File: src/rtl/mem_responder_if.sv
// rtl/mem_responder_if.sv - initiator/responder memory bus bundle
//
// Purpose: carries the controller's address/rden/wren/dataout bus to the
// memory responder and its read data back.
// Signals:
//   address  word address from initiator
//   rden     read enable
//   wren     write enable
//   data     write data (initiator dataout)
//   q        read data (initiator datain)
//   q_valid  one-cycle pulse marking each new q
// Modports: master (initiator side), slave (responder side).
interface mem_responder_if #(
  parameter int DATA_W = 16,
  parameter int ADDR_W = 5
);
  logic [ADDR_W-1:0] address;
  logic              rden;
  logic              wren;
  logic [DATA_W-1:0] data;
  logic [DATA_W-1:0] q;
  logic              q_valid;

  modport master (
    output address, rden, wren, data,
    input  q, q_valid
  );

  modport slave (
    input  address, rden, wren, data,
    output q, q_valid
  );
endinterface

File: src/rtl/mem_responder.sv
// rtl/mem_responder.sv - 32x16 synchronous memory responder with bus protocol monitors
//
// Purpose: answers the accumulator controller's memory bus with a synchronous
// RAM and a registered read pipeline of 1 or 2 edges, and latches sticky
// error flags when the initiator breaks the bus timing rules.
// Ports:
//   clk             system clock, rising edge
//   reset           asynchronous, active-low reset
//   bus             mem_responder_if.slave (address/rden/wren/data in, q/q_valid out)
//   err_setup       sticky: wren rose before the address was stable
//   err_addr_chg    sticky: address changed while wren was held
//   err_rden_short  sticky: rden pulse shorter than MIN_RDEN
//   err_conflict    sticky: rden and wren high at the same edge
//   wr_count        accepted writes, wrapping 8-bit count
//   rd_count        accepted reads, wrapping 8-bit count
module mem_responder #(
  parameter int DATA_W    = 16,
  parameter int ADDR_W    = 5,
  parameter int RD_LAT    = 2,   // 1 or 2; any value other than 1 builds the 2-edge pipe
  parameter int MIN_RDEN  = 4,
  parameter int MIN_SETUP = 1
) (
  input  logic             clk,
  input  logic             reset,
  mem_responder_if.slave   bus,
  output logic             err_setup,
  output logic             err_addr_chg,
  output logic             err_rden_short,
  output logic             err_conflict,
  output logic [7:0]       wr_count,
  output logic [7:0]       rd_count
);

  localparam int         DEPTH     = 1 << ADDR_W;
  localparam logic [2:0] AGE_MAX   = 3'd7;
  localparam logic [3:0] RUN_MAX   = 4'd15;
  localparam logic [2:0] SETUP_MIN = 3'(MIN_SETUP);
  localparam logic [3:0] RDEN_MIN  = 4'(MIN_RDEN);

  logic [DATA_W-1:0] mem [DEPTH];

  // A conflicting cycle still writes; only the read is dropped.
  logic do_read;
  logic conflict;
  assign do_read  = bus.rden & ~bus.wren;
  assign conflict = bus.rden & bus.wren;

  logic [DATA_W-1:0] rd_word;
  assign rd_word = mem[bus.address];

  // Memory array has no reset; writes are ignored while reset is held so the
  // contents survive a reset pulse untouched.
  always_ff @(posedge clk) begin
    if (reset && bus.wren) begin
      mem[bus.address] <= bus.data;
    end
  end

  // Protocol monitor state
  logic [ADDR_W-1:0] prev_addr;
  logic              have_prev;   // no previous address sample yet after reset
  logic              wren_prev;
  logic [2:0]        age;         // saturating count of samples with an unchanged address
  logic [3:0]        run;         // saturating length of the current rden run

  // Until the first post-reset sample there is nothing to compare against,
  // so the address counts as unchanged and stays stable.
  logic       addr_changed;
  logic [2:0] age_next;
  assign addr_changed = have_prev && (bus.address != prev_addr);
  assign age_next     = addr_changed     ? 3'd0 :
                        (age == AGE_MAX) ? AGE_MAX : age + 3'd1;

  always_ff @(posedge clk or negedge reset) begin
    if (!reset) begin
      prev_addr      <= '0;
      have_prev      <= 1'b0;
      wren_prev      <= 1'b0;
      age            <= AGE_MAX;
      run            <= '0;
      err_setup      <= 1'b0;
      err_addr_chg   <= 1'b0;
      err_rden_short <= 1'b0;
      err_conflict   <= 1'b0;
      wr_count       <= '0;
      rd_count       <= '0;
    end else begin
      prev_addr <= bus.address;
      have_prev <= 1'b1;
      wren_prev <= bus.wren;
      age       <= age_next;

      // Setup is judged on the age including this sample, so an address that
      // changes on the same edge wren rises has age 0.
      if (bus.wren && !wren_prev && (age_next < SETUP_MIN)) begin
        err_setup <= 1'b1;
      end
      if (bus.wren && wren_prev && addr_changed) begin
        err_addr_chg <= 1'b1;
      end

      if (bus.rden) begin
        if (run != RUN_MAX) begin
          run <= run + 4'd1;
        end
      end else begin
        if ((run != 4'd0) && (run < RDEN_MIN)) begin
          err_rden_short <= 1'b1;
        end
        run <= '0;
      end

      if (conflict) begin
        err_conflict <= 1'b1;
      end
      if (bus.wren) begin
        wr_count <= wr_count + 8'd1;
      end
      if (do_read) begin
        rd_count <= rd_count + 8'd1;
      end
    end
  end

  // Read pipeline: q only moves when a read completes, otherwise it holds.
  generate
    if (RD_LAT == 1) begin : g_lat1
      always_ff @(posedge clk or negedge reset) begin
        if (!reset) begin
          bus.q       <= '0;
          bus.q_valid <= 1'b0;
        end else begin
          bus.q_valid <= do_read;
          if (do_read) begin
            bus.q <= rd_word;
          end
        end
      end
    end else begin : g_lat2
      logic [DATA_W-1:0] s1_data;
      logic              s1_valid;

      always_ff @(posedge clk or negedge reset) begin
        if (!reset) begin
          s1_data     <= '0;
          s1_valid    <= 1'b0;
          bus.q       <= '0;
          bus.q_valid <= 1'b0;
        end else begin
          s1_valid <= do_read;
          if (do_read) begin
            s1_data <= rd_word;
          end
          bus.q_valid <= s1_valid;
          if (s1_valid) begin
            bus.q <= s1_data;
          end
        end
      end
    end
  endgenerate

endmodule

File: src/flat_wrapper.sv
// flat-port wrapper written by rule: the top's interface ports become plain ports
module mem_responder_flat 
#(
  parameter int DATA_W    = 16,
  parameter int ADDR_W    = 5,
  parameter int RD_LAT    = 2,                                                           
  parameter int MIN_RDEN  = 4,
  parameter int MIN_SETUP = 1
)
  (clk, reset, err_setup, err_addr_chg, err_rden_short, err_conflict, wr_count, rd_count, bus_address, bus_rden, bus_wren, bus_data, bus_q, bus_q_valid);
  mem_responder_if #(.DATA_W(DATA_W), .ADDR_W(ADDR_W)) bus_i ();
  input  logic clk;
  input  logic reset;
  output logic err_setup;
  output logic err_addr_chg;
  output logic err_rden_short;
  output logic err_conflict;
  output logic [7:0] wr_count;
  output logic [7:0] rd_count;
  input wire logic [$bits(bus_i.address)-1:0] bus_address;
  input wire logic [$bits(bus_i.rden)-1:0] bus_rden;
  input wire logic [$bits(bus_i.wren)-1:0] bus_wren;
  input wire logic [$bits(bus_i.data)-1:0] bus_data;
  output wire logic [$bits(bus_i.q)-1:0] bus_q;
  output wire logic [$bits(bus_i.q_valid)-1:0] bus_q_valid;
  assign bus_i.address = bus_address;
  assign bus_i.rden = bus_rden;
  assign bus_i.wren = bus_wren;
  assign bus_i.data = bus_data;
  assign bus_q = bus_i.q;
  assign bus_q_valid = bus_i.q_valid;
  mem_responder #(.DATA_W(DATA_W), .ADDR_W(ADDR_W), .RD_LAT(RD_LAT), .MIN_RDEN(MIN_RDEN), .MIN_SETUP(MIN_SETUP)) u_core (.clk(clk), .reset(reset), .bus(bus_i), .err_setup(err_setup), .err_addr_chg(err_addr_chg), .err_rden_short(err_rden_short), .err_conflict(err_conflict), .wr_count(wr_count), .rd_count(rd_count));
endmodule
File: config.mk
export PLATFORM = sky130hd
export DESIGN_NAME = mem_responder_flat
export DESIGN_NICKNAME = d
export VERILOG_FILES = /design/src/rtl/mem_responder_if.sv /design/src/rtl/mem_responder.sv /design/src/flat_wrapper.sv
export SDC_FILE = /design/constraint.sdc
export NUM_CORES = 1
export LEC_CHECK = 0
export ABC_CLOCK_PERIOD_IN_PS = 2600
export CAP_MARGIN = 0
export CORE_MARGIN = 2
export CORE_UTILIZATION = 52
export CTS_CLUSTER_SIZE = 25
export DETAILED_ROUTE_END_ITERATION = 10
export GPL_TIMING_DRIVEN = 0
export PLACE_DENSITY_LB_ADDON = 0.08
export SYNTH_ARGS = -nofsm -noshare
export SYNTH_HDL_FRONTEND = slang
export SYNTH_SLANG_ARGS = --single-unit
File: constraint.sdc
create_clock -name clk -period 2.6 [get_ports clk]
set_input_delay 0.52 -clock clk [delete_from_list [all_inputs] [get_ports clk]]
set_output_delay 0.52 -clock clk [all_outputs]
set_load 0.02 [all_outputs]
After elaboration in Yosys (flattened, before gate mapping)
Memory sizes are Yosys's and may differ from the RTL's. A register that Yosys moved wholly into a read port is not among the register bits.
Cells that the tools add are included.
{"block": "totals", "in_bits": 25, "memories": 1, "ram_bits": 512, "reg_bits": 52}
{"block": "op_classes", "mux": 6, "n_reduce_logical": 11, "bitwise": 4, "addsub": 4, "eq_ne": 4, "magnitude_cmp": 2}
{"name": "u_core.mem", "words": 32, "width": 16, "rd": 1, "rd_clocked_by_memory_dff": 1, "write_ports": 1, "line_no": "mem_responder.sv:40", "text": "logic [DATA_W-1:0] mem [DEPTH];"}
{"operator": "$add A8 B1 Y8 const B", "count": 2}
{"operator": "$mux W4", "count": 2}
{"operator": "$logic_and A1 B1 Y1", "count": 7}
{"operator": "$mux W3", "count": 2}
{"operator": "$ne A5 B5 Y1", "count": 1}
{"operator": "$add A4 B1 Y4 const B", "count": 1}
{"operator": "$lt A4 B3 Y1 const B", "count": 1}
{"operator": "$ne A4 B4 Y1 const B", "count": 1}
{"operator": "$reduce_bool A4 Y1", "count": 1}
{"operator": "$add A3 B1 Y3 const B", "count": 1}
{"operator": "$eq A3 B3 Y1 const B", "count": 1}
{"operator": "$lt A3 B1 Y1 const B", "count": 1}
{"operator": "$and A1 B1 Y1", "count": 2}
{"operator": "$logic_not A1 Y1", "count": 2}
{"operator": "$mux W1", "count": 2}
{"operator": "$ne A2 B1 Y1 const B", "count": 1}
{"operator": "$not A1 Y1", "count": 2}
{"operator": "$reduce_and A2 Y1", "count": 1}

Longest topological paths before layout
{"block": "depth", "depth_word": 5, "mapped_depth": 9, "ltp_nobuf": 6}

Least setup slack after synthesis
OpenSTA, ideal clock, no wires.
{"block": "synth_path", "kind": "input -> register", "startpoint": "input port bus_address[1]", "endpoint": "memory u_core.mem[29][0], enable pin", "setup_ps": 388, "t_arrival_ps": 2240, "stages": 6, "t_required_ps": 2212, "setup_slack_ps": -29, "cell_sequence": "buf_2 > buf_6 > buf_4 > buf_2 > nand4b_1 > nor2_1"}
{"item": "from (decl)", "line_no": "flat_wrapper.sv:20", "text": "input wire logic [$bits(bus_i.address)-1:0] bus_address;"}
{"item": "to (decl)", "line_no": "mem_responder.sv:40"}
Straight into the memory's write port.

==> metrics.cfg <==
[global_route]
grt_pass1_vias = 11839
grt_max_degree = 63
grt_pass1_wl_mm = 81.0
antenna_found_initial = 1
grt_overflow = 0
grt_use_total_pct = 25.9

[floorplanning]
initial_core_util_pct = 52.9
design.die.area_sq_um = 44500
pin_count = 62
rows = 75
die_w_um = 211
die_h_um = 211
core_region_area_sq_um = 42100

[timing]
period_needed_ps = 2560
final-max-slew-violation-count = 0
tightest_slew_ps = 1310
clock-skew-final_ps = 17.0
fin_crit_sh_pct = 98.3
max_freq_ghz = 0.391
finalSetupViolCount = 0
final-hold-violation-count = 0
slew_headroom_pct = 12.6

[worst_setup_path]
arrival_ps = 3060
crit_path_end_kind = register
cp-start-kind = primary input
critPathKind = primary input to register
cp_max_fo = 10
required_ps = 3100

[place]
io_buffers = 61
gp_congestion = 0.852
placedCellCount = 1766
hpwlAfterDp_mm = 36.7

[routing]
viasPerCell = 6.21
avgRoutedWirePerCell_um = 29.5
drt_iter0_drc = 1202
routed_wl_mm = 55.7
vias = 11732
drt-pass1-iter-count = 5
ant_nets = 0
route.detailed.drc = 0

[status]
status = complete, no violations

[clocking]
cts.sinks = 580
cts.clk_slew.worst_paths_ps = 60
cts_buffers = 58
clk_path_buf_depth = 3
htree_levels = 2
clk_latency_ps = 620
cts_tree = built
cts-root-buf = clkbuf_16

[cells_and_area]
final_cells = 1889
fillCellCount = 2933
antenna-diode-count = 0
final_nets = 1333
drive_gt1_share_pct = 24.2
area_delta_synth_final_pct = 18.8
final_util_pct = 62.8

[yosys]
syn_area_per_cell_sq_um = 19.6
synthFlopType = edfxtp_1
async_flop_share_pct = 11.7
netlist_area_sq_um = 22300
yosysTopAreaCell = edfxtp_1
syn_inst = 1135
yosysTopAreaCellShare_pct = 69.0
syn_nets = 1165
ys_seq_area_share_pct = 76.7
ys_seq_elements = 580
synthTopCellsByArea = edfxtp_1 69%, mux4_2 8.8%, dfrtp_1 7.3%, mux2i_1 3.7%, a22oi_1 1.2%
synth_edf_count = 512
yosysUniqueCellTypes = 51
ys_warn_count = 0

[min_path]
hold_class = primary input to async pin

[power_and_ir_drop]
power_mw = 20.5
pwr-share-comb_pct = 8.4
internal_power_mw = 15.9
power.density_nw_per_um2 = 774
max-vdd-ir-drop_v = 0.000421
switching_share_pct = 22.4
p_leak_nw = 8.81
p_seq_share_pct = 51.8
clkPwrFrac_pct = 39.7
p_sw_mw = 4.59

[run]
drv_cap = 0

metal layers:
layer,vias to the layer above,share of wire (%),global-route usage (%)
met5,-,0,0
met4,0,2.3,6.58
met3,98,8.2,6.16
met2,530,48,41.2
met1,6167,42,36.6
li1,4937,-,-
cell usage after synthesis, drive strengths merged, types with 14 or more instances:
library cell and number:
mux2i 82, edfxtp 512, mux4 87, o22ai 17, mux2 17, nand2 42
xnor2 14, buf 42, a22oi 37, dfrtp 65, clkbuf 15, nor2 54
nand4 20
flip-flops by register name (all words and copies together) (netlist names), 3 cells and up:
| register | count |
|---|---|
| u_core.mem | 512 |
| u_core.bus.q | 16 |
| u_core.g_lat2.s1_data | 16 |
| u_core.rd_count | 8 |
| u_core.wr_count | 8 |
| u_core.prev_addr | 5 |
| u_core.run | 4 |
| u_core.age | 3 |
power by group through the flow:
stage	Combinational [mW]	Clock (mW)	Sequential (mW)
after floorplan	0.690	0	11.0
after global placement	1.64	0	10.8
after detailed placement	1.69	0	10.8
after CTS	1.73	8.25	10.6
after global routing	1.85	8.57	10.7
final	1.73	8.14	10.6
final cells by class:
cell class / count / area, sq um / area share [%]
sequential: 580 / 17100 / 64.5
multi-input combinational: 491 / 5080 / 19.2
clock buffer: 78 / 1580 / 5.96
timing repair buffer: 109 / 1390 / 5.24
tap: 539 / 674 / 2.55
buffer: 56 / 367 / 1.39
clock inverter: 29 / 273 / 1.03
inverter: 7 / 26.3 / 0.0993
cell families after synthesis:
| group | share of synthesized area, % |
|---|---|
| AOI/OAI and AO/OA | 3.54 |
| xor gates and xnor gates | 0.787 |
| adders and majority gates | 0.281 |
| buffers and inverters | 1.66 |
| DFF | 76.7 |
| muxes | 13.3 |
| other | 0.0168 |
| and+or+nand+nor | 3.67 |
cells in the final DEF, fill, tap and decap left out, types with 17 or more instances in the layout:
master	netlist	routed
buf_4	15	27
nor2_1	54	21
mux2i_1	82	82
nand2_1	42	41
mux4_2	87	87
nor2_4	0	29
mux2_2	17	17
clkbuf_16	0	59
a22oi_1	37	36
nand4_1	20	20
dfrtp_1	65	65
o22ai_1	17	17
edfxtp_1	512	512
buf_8	0	22
clkbuf_1	14	23
clkdlybuf4s50_1	0	60
stage by stage:
step	setup WS, ps	instance area [sq um]	hold slack, ps	setup TNS [ps]
global route	-10.6	26500	280	-67.7
global placement	-4280	23600	356	-2152130
finish	43.3	26500	268	0
CTS	-56.8	26400	240	-1920
floorplan	-28.8	22300	224	-6290
detailed placement	-1530	24200	350	-473140
worst max-delay path, stage by stage:
cell	delay [ps]
clkdlybuf4s50_1	580
buf_6	220
buf_6	260
mux4_2	550
a211oi_2	420
nand4_1	300
o21a_1	180
path summary, 6_finish.rpt:
path                                   startpoint  cells after the start                  endpoint  slack [ps]
max reg2reg                     u_core.mem[20][8]                      4  u_core.g_lat2.s1_data[8]         690
min                                         reset                      2          u_core.wren_prev         270
min reg2reg                u_core.g_lat2.s1_valid                      0        u_core.bus.q_valid         370
max                                bus_address[0]                      7  u_core.g_lat2.s1_data[2]          40
min in group clk           u_core.g_lat2.s1_valid                      0        u_core.bus.q_valid         370
max in group asynchronous                   reset                      4    u_core.g_lat2.s1_valid        1670
timing repair:
item / 4_1_cts / 5_1_grt
pin swaps: 7 / 6
buffers inserted: 10 / 5
resized for setup: 33 / 23
endpoints found under the hold margin: 68 / 0
hold buffers: 2 / 0
setup endpoints to repair: 435 / 249
(Power assumes the default switching activity.)
